### src/rtl/uart_tx_sequencer.sv
// Purpose: sends a latched 8*NUM_BYTES word to the UART transmitter one byte at a time, MSB byte first.
// Latency: first Tx_WR 2 cycles after start (Tx_BUSY low); GAP_CYCLES+2 cycles from each Tx_BUSY fall to the next Tx_WR.
// Backpressure: holds in LOAD while Tx_BUSY is high; aborts with sticky seq_error if Tx_BUSY does not rise within BUSY_TIMEOUT.
// Optional: define UART_SEQ_CHECKSUM_EN to append an XOR-of-all-bytes checksum byte to every message.
module uart_tx_sequencer #(
  parameter int NUM_BYTES    = 4,
  parameter int GAP_CYCLES   = 16,
  parameter int BUSY_TIMEOUT = 255
) (
  input  logic                   clock,
  input  logic                   reset,
  input  logic                   start,
  input  logic [8*NUM_BYTES-1:0] msg_word,
  input  logic                   Tx_BUSY,
  output logic [7:0]             Tx_DATA,
  output logic                   Tx_WR,
  output logic                   Tx_EN,
  output logic                   seq_busy,
  output logic                   seq_done,
  output logic                   seq_error
);

`ifdef UART_SEQ_CHECKSUM_EN
  localparam int TOTAL_BYTES = NUM_BYTES + 1;
`else
  localparam int TOTAL_BYTES = NUM_BYTES;
`endif
  localparam int SR_W  = 8 * TOTAL_BYTES;
  localparam int IDX_W = $clog2(TOTAL_BYTES) + 1;
  localparam int GAP_W = $clog2(GAP_CYCLES) + 1;
  localparam int TO_W  = $clog2(BUSY_TIMEOUT) + 1;

  // Terminal counts: each counter stops at its last value, so none can wrap.
  localparam logic [IDX_W-1:0] IDX_LAST = IDX_W'(TOTAL_BYTES - 1);
  localparam logic [GAP_W-1:0] GAP_LAST = GAP_W'((GAP_CYCLES > 0) ? GAP_CYCLES - 1 : 0);
  localparam logic [TO_W-1:0]  TO_LAST  = TO_W'((BUSY_TIMEOUT > 0) ? BUSY_TIMEOUT - 1 : 0);

  typedef enum logic [2:0] {
    S_IDLE,
    S_LOAD,
    S_WRITE,
    S_WAIT_HI,
    S_WAIT_LO,
    S_GAP,
    S_DONE
  } state_t;

  state_t             state, state_nxt;
  logic [SR_W-1:0]    shreg, shreg_nxt;
  logic [SR_W-1:0]    start_image;
  logic [IDX_W-1:0]   byte_idx, byte_idx_nxt;
  logic [GAP_W-1:0]   gap_cnt, gap_cnt_nxt;
  logic [TO_W-1:0]    to_cnt, to_cnt_nxt;
  logic               seq_error_nxt;
  logic [7:0]         tx_data_nxt;

`ifdef UART_SEQ_CHECKSUM_EN
  logic [7:0] msg_xor;

  // Fold every message byte into one XOR byte; it rides at the bottom of the shift register.
  always_comb begin
    msg_xor = 8'h00;
    for (int i = 0; i < NUM_BYTES; i++) begin
      msg_xor = msg_xor ^ msg_word[8*i +: 8];
    end
  end

  assign start_image = {msg_word, msg_xor};
`else
  assign start_image = msg_word;
`endif

  // Next-state and datapath decisions for the byte sequencer.
  always_comb begin
    state_nxt     = state;
    shreg_nxt     = shreg;
    byte_idx_nxt  = byte_idx;
    gap_cnt_nxt   = gap_cnt;
    to_cnt_nxt    = to_cnt;
    seq_error_nxt = seq_error;
    tx_data_nxt   = Tx_DATA;

    case (state)
      S_IDLE: begin
        if (start) begin
          shreg_nxt     = start_image;
          byte_idx_nxt  = '0;
          seq_error_nxt = 1'b0;
          state_nxt     = S_LOAD;
        end
      end

      S_LOAD: begin
        if (!Tx_BUSY) begin
          state_nxt = S_WRITE;
        end
      end

      S_WRITE: begin
        to_cnt_nxt = '0;
        state_nxt  = S_WAIT_HI;
      end

      S_WAIT_HI: begin
        if (Tx_BUSY) begin
          state_nxt = S_WAIT_LO;
        end else if (to_cnt == TO_LAST) begin
          // Transmitter never acknowledged the write: give up on the whole message.
          seq_error_nxt = 1'b1;
          state_nxt     = S_IDLE;
        end else begin
          to_cnt_nxt = to_cnt + 1'b1;
        end
      end

      S_WAIT_LO: begin
        if (!Tx_BUSY) begin
          shreg_nxt    = shreg << 8;
          byte_idx_nxt = byte_idx + 1'b1;
          if (byte_idx == IDX_LAST) begin
            state_nxt = S_DONE;
          end else if (GAP_CYCLES == 0) begin
            state_nxt = S_LOAD;
          end else begin
            gap_cnt_nxt = '0;
            state_nxt   = S_GAP;
          end
        end
      end

      S_GAP: begin
        if (gap_cnt == GAP_LAST) begin
          state_nxt = S_LOAD;
        end else begin
          gap_cnt_nxt = gap_cnt + 1'b1;
        end
      end

      S_DONE: begin
        state_nxt = S_IDLE;
      end

      default: begin
        state_nxt = S_IDLE;
      end
    endcase

    // The byte is captured on entry to LOAD so it is already valid during LOAD
    // and stays untouched through WRITE and both WAIT states.
    if ((state_nxt == S_LOAD) && (state != S_LOAD)) begin
      tx_data_nxt = shreg_nxt[SR_W-1 -: 8];
    end
  end

  // State, counters, shift register and registered byte output.
  always_ff @(posedge clock or negedge reset) begin
    if (!reset) begin
      state     <= S_IDLE;
      shreg     <= '0;
      byte_idx  <= '0;
      gap_cnt   <= '0;
      to_cnt    <= '0;
      seq_error <= 1'b0;
      Tx_DATA   <= 8'h00;
    end else begin
      state     <= state_nxt;
      shreg     <= shreg_nxt;
      byte_idx  <= byte_idx_nxt;
      gap_cnt   <= gap_cnt_nxt;
      to_cnt    <= to_cnt_nxt;
      seq_error <= seq_error_nxt;
      Tx_DATA   <= tx_data_nxt;
    end
  end

  // Strobes and status are pure decodes of the registered state, so an
  // asynchronous reset forces them low immediately.
  assign Tx_WR    = (state == S_WRITE);
  assign Tx_EN    = (state != S_IDLE);
  assign seq_busy = (state != S_IDLE);
  assign seq_done = (state == S_DONE);

endmodule
### config.mk
export PLATFORM = sky130hd
export DESIGN_NAME = uart_tx_sequencer
export DESIGN_NICKNAME = d
export VERILOG_FILES = /design/src/rtl/uart_tx_sequencer.sv
export SDC_FILE = /design/constraint.sdc
export NUM_CORES = 1
export LEC_CHECK = 0
export ABC_AREA = 1
export ABC_CLOCK_PERIOD_IN_PS = 4600
export BUFFER_PORTS_ARGS = -buffer_cell sky130_fd_sc_hd__buf_2
export CORE_ASPECT_RATIO = 0.7
export CORE_MARGIN = 3
export CORE_UTILIZATION = 50
export DETAILED_ROUTE_END_ITERATION = 10
export GPL_TIMING_DRIVEN = 0
export PLACE_DENSITY = 0.8
export SLEW_MARGIN = 20
export SYNTH_ARGS = -nofsm -noshare
export SYNTH_HDL_FRONTEND = slang
export SYNTH_SLANG_ARGS = --single-unit
### constraint.sdc
create_clock -name clock -period 4.6 [get_ports clock]
set_input_delay 0.23 -clock clock [delete_from_list [all_inputs] [get_ports clock]]
set_output_delay 0.23 -clock clock [all_outputs]
set_load 0.02 [all_outputs]
==> run_results.csv <==
group,metric,value,unit
status,status,"finished clean",
critical_path,crit_slowest_cell,"dfrtp_1",
min_path,min_path_type,"in2reg",
critical_path,critPathTopFamily,"simple AND/OR/NAND/NOR gates",
synth,synth-edff-count,0,
synth,synth-async-reset-ratio,100,%
cts,cts_htree_levels,3,
critical_path,reg2regPathDepth,11,
routing,vias,2689,
cts,clock_sinks,61,
finish,nFillCells,541,
floorplanning,die_w,101,um
floorplanning,die_area,0.00732,mm2
critical_path,crit_path_cell_trace,"ha_1 > nand2_1 > nor2_1 > ha_1 > inv_1 > o21ai_1 > nand3_1 > nor2_8 > nand2_4 > nand2_1 > nand2_1",
sta,tightest_slew,779,ps
global_routing,grt_usage,20.7,%
routing,drt_iter0_drc,121,
synth,ys_types,32,
critical_path,slowest_delay,390,ps
cts,cts_resized,0,
global_routing,grt_start_max_net_pins,62,
global_routing,gr-total-overflow,0,
cts,clk_pin_slew,70,ps
sta,layout_min_cycle_time,1930,ps
floorplanning,std_cell_rows,23,
finish,layout.nets,471,
critical_path,endpoint_kind,"flop",
synth,ys.flop_type,"dfrtp_1",
sta,setup_viol,0,
critical_path,critical_path_arrival,2160,ps
sta,finalSetupTns,0,ps
sta,slew-limit-headroom,48.1,%
synth,syn-cell-area,0.00316,mm2
global_routing,grt_pass1_wl,12000,um
critical_path,timing.rr.end,"Tx_DATA[5]",
placement,portBuffers,47,
sta,timing.final.ws_setup,2670,ps
pwr,power_leakage,1.82,nW
routing,vias_per_cell,5.29,
sta,drv_slew,0,
cts,clock_latency,330,ps
placement,pre_cts_slack,2690,ps
cts,cts_tree,"done",
sta,fin_skew,10.0,ps
floorplanning,die_h,72.5,um
critical_path,reg2reg_slack,2670,ps
sta,fmax,518,MHz
global_routing,grt_pass1_vias,2549,
routing,ant_nets,0,
cts,root_buffer,"clkbuf_8",
routing,routed_wl,6960,um
floorplanning,io_pins,49,
synth,netlist_instances,370,
routing,wire_per_inst,13.7,um
global_routing,antenna_found_initial,0,
pwr,power.density,623,mW/mm2
min_path,holdPathEnd,"shreg[6]",
min_path,hp-start,"msg_word[6]",
sta,hold_viol_final,0,
floorplanning,fp.coreArea,0.00593,mm2
placement,dpl.hpwl,5050,um
critical_path,path_buf_inv,1,
cts,clock_path_buffers,2,
critical_path,required,4830,ps
min_path,min_path_cells,3,
synth,ys_seq_elements,61,
cts,numCtsBuffers,9,
sta,grt_setup_unrepaired,"false",
synth,yosysSeqAreaShare,48.3,%
finish,syn_to_final_growth,16.9,%
routing,drc,0,
sta,timing.final.crit_share,41.9,%
synth,syn_nets,412,
critical_path,startpoint_type,"flop",
routing,first_pass_iters,5,
finish,drive_above_1_share,21.9,%
synth,avgSynthCellArea,8.54,um2
critical_path,critical_path.reg2reg.startpoint,"gap_cnt[0]",
placement,gp_congestion,0.867,
critical_path,path_class,"reg2reg",
floorplanning,initial_core_util,53.3,%
critical_path,crit_fanout,9,
synth,yosys_warnings,0,
flow_run,cap_violations,0,
finish,antenna_cells,0,
critical_path,cp_common_cell,"nand2_1",
pwr,ir_worst_vdd,0.000442,V
repair_timing:
item,CTS,global route
hold buffers,1,0
hold endpoints to repair,19,0
setup buffers,0,0
layout make-up:
| class | count | area [um2] | area share (%) |
|---|---|---|---|
| plain buffers | 12 | 66.3 | 1.80 |
| flip-flops and latches | 61 | 1530 | 41.3 |
| clock buffers | 14 | 163 | 4.41 |
| well taps | 75 | 93.8 | 2.54 |
| clock inverters | 1 | 30.0 | 0.813 |
| inverters | 56 | 210 | 5.69 |
| repair buffers | 48 | 248 | 6.71 |
| multi-input cells | 241 | 1360 | 36.7 |
cells in the mapped netlist, types with 4 or more instances:
master | count | area share [%]
o221ai_1 | 16 | 4.4
o21ai_1 | 7 | 1.1
inv_1 | 49 | 5.8
nand3_1 | 22 | 3.5
o31ai_1 | 5 | 1.2
ha_1 | 6 | 2.4
a21oi_1 | 5 | 0.79
o211ai_1 | 8 | 1.9
nand2_4 | 5 | 1.8
nor2_1 | 8 | 0.95
nor2_4 | 5 | 1.8
buf_2 | 5 | 0.79
o21ai_0 | 24 | 3.8
buf_4 | 4 | 0.95
nand2_1 | 109 | 13
dfrtp_1 | 61 | 48
inv_2 | 7 | 0.83
kinds of logic after synthesis:
kind of cell,Yosys count,synth area share [%]
fa+ha+maj,6,2.38
compound gates,69,14.2
flops,61,48.3
buf+inv,68,8.76
xor+xnor,5,1.39
simple gates,161,24.9
per-layer routing:
metal  GRT usage [%]  share of wire (%)  up-vias
met5               0                  0        -
met1            30.6                 49     1281
met4            5.60                1.0        0
met2            30.2                 45       68
met3            5.28                5.2       10
li1                -                  -     1330
metrics by stage:
step | utilization [%] | std cells | total power, mW | cell area [um2] | hold WS (ps)
after floorplan | - | 370 | 1.58 | 3160 | -65.6
after global placement | 58.8 | 492 | 1.80 | 3490 | 439
after detailed placement | 58.9 | 492 | 1.83 | 3490 | 354
after CTS | 62.3 | 508 | 2.31 | 3690 | 85.0
after global routing | 62.3 | 508 | 2.48 | 3690 | 99.0
final | 62.3 | 508 | 2.30 | 3690 | 101
cell usage in the layout, fill, tap and decap left out, types with 5 or more instances in the layout:
master    synthesis  layout
o21ai_0          24      24
buf_4             4       5
o221ai_1         16      16
clkbuf_8          0      11
nor2_4            5       5
o31ai_1           5       5
a21oi_1           5       5
nand2_4           5       5
buf_2             5      51
o21ai_1           7       7
nand2_1         109     109
ha_1              6       6
nand3_1          22      22
dfrtp_1          61      61
nor2_1            8       8
o211ai_1          8       8
clkbuf_1          3       6
inv_1            49      49
inv_2             7       7
registers in the layout, summed over array words and instances (netlist names):
name / count
shreg: 32
Tx_DATA: 8
gap_cnt: 5
state: 3
byte_idx: 3
to_cnt: 9
seq_error: 1
worst register-to-register path, cell delays in order (launching register included):
cell	delay (ps)
dfrtp_1	390
ha_1	180
nand2_1	70
nor2_1	90
ha_1	150
inv_1	70
o21ai_1	200
nand3_1	220
nor2_8	230
nand2_4	100
nand2_1	70
nand2_1	50
worst max path at each step:
stage	slack, ps	to	cells after the start	startpoint
floorplan	2860	Tx_DATA[0]	11	gap_cnt[0]
global placement	2710	Tx_DATA[7]	11	gap_cnt[0]
detailed placement	2690	Tx_DATA[5]	11	gap_cnt[0]
CTS	2670	Tx_DATA[5]	11	gap_cnt[0]
global route	2410	Tx_DATA[5]	11	gap_cnt[0]
finish	2670	Tx_DATA[5]	11	gap_cnt[0]
power breakdown:
part | switching (mW) | leakage (nW) | internal (mW) | total, mW
clock | 0.194 | 0.0968 | 0.278 | 0.472
sequential | 0.0976 | 0.785 | 0.739 | 0.837
combinational | 0.656 | 0.939 | 0.337 | 0.993
total | 0.948 | 1.82 | 1.35 | 2.30
No activity file was read; power rests on OpenSTA's default activity.
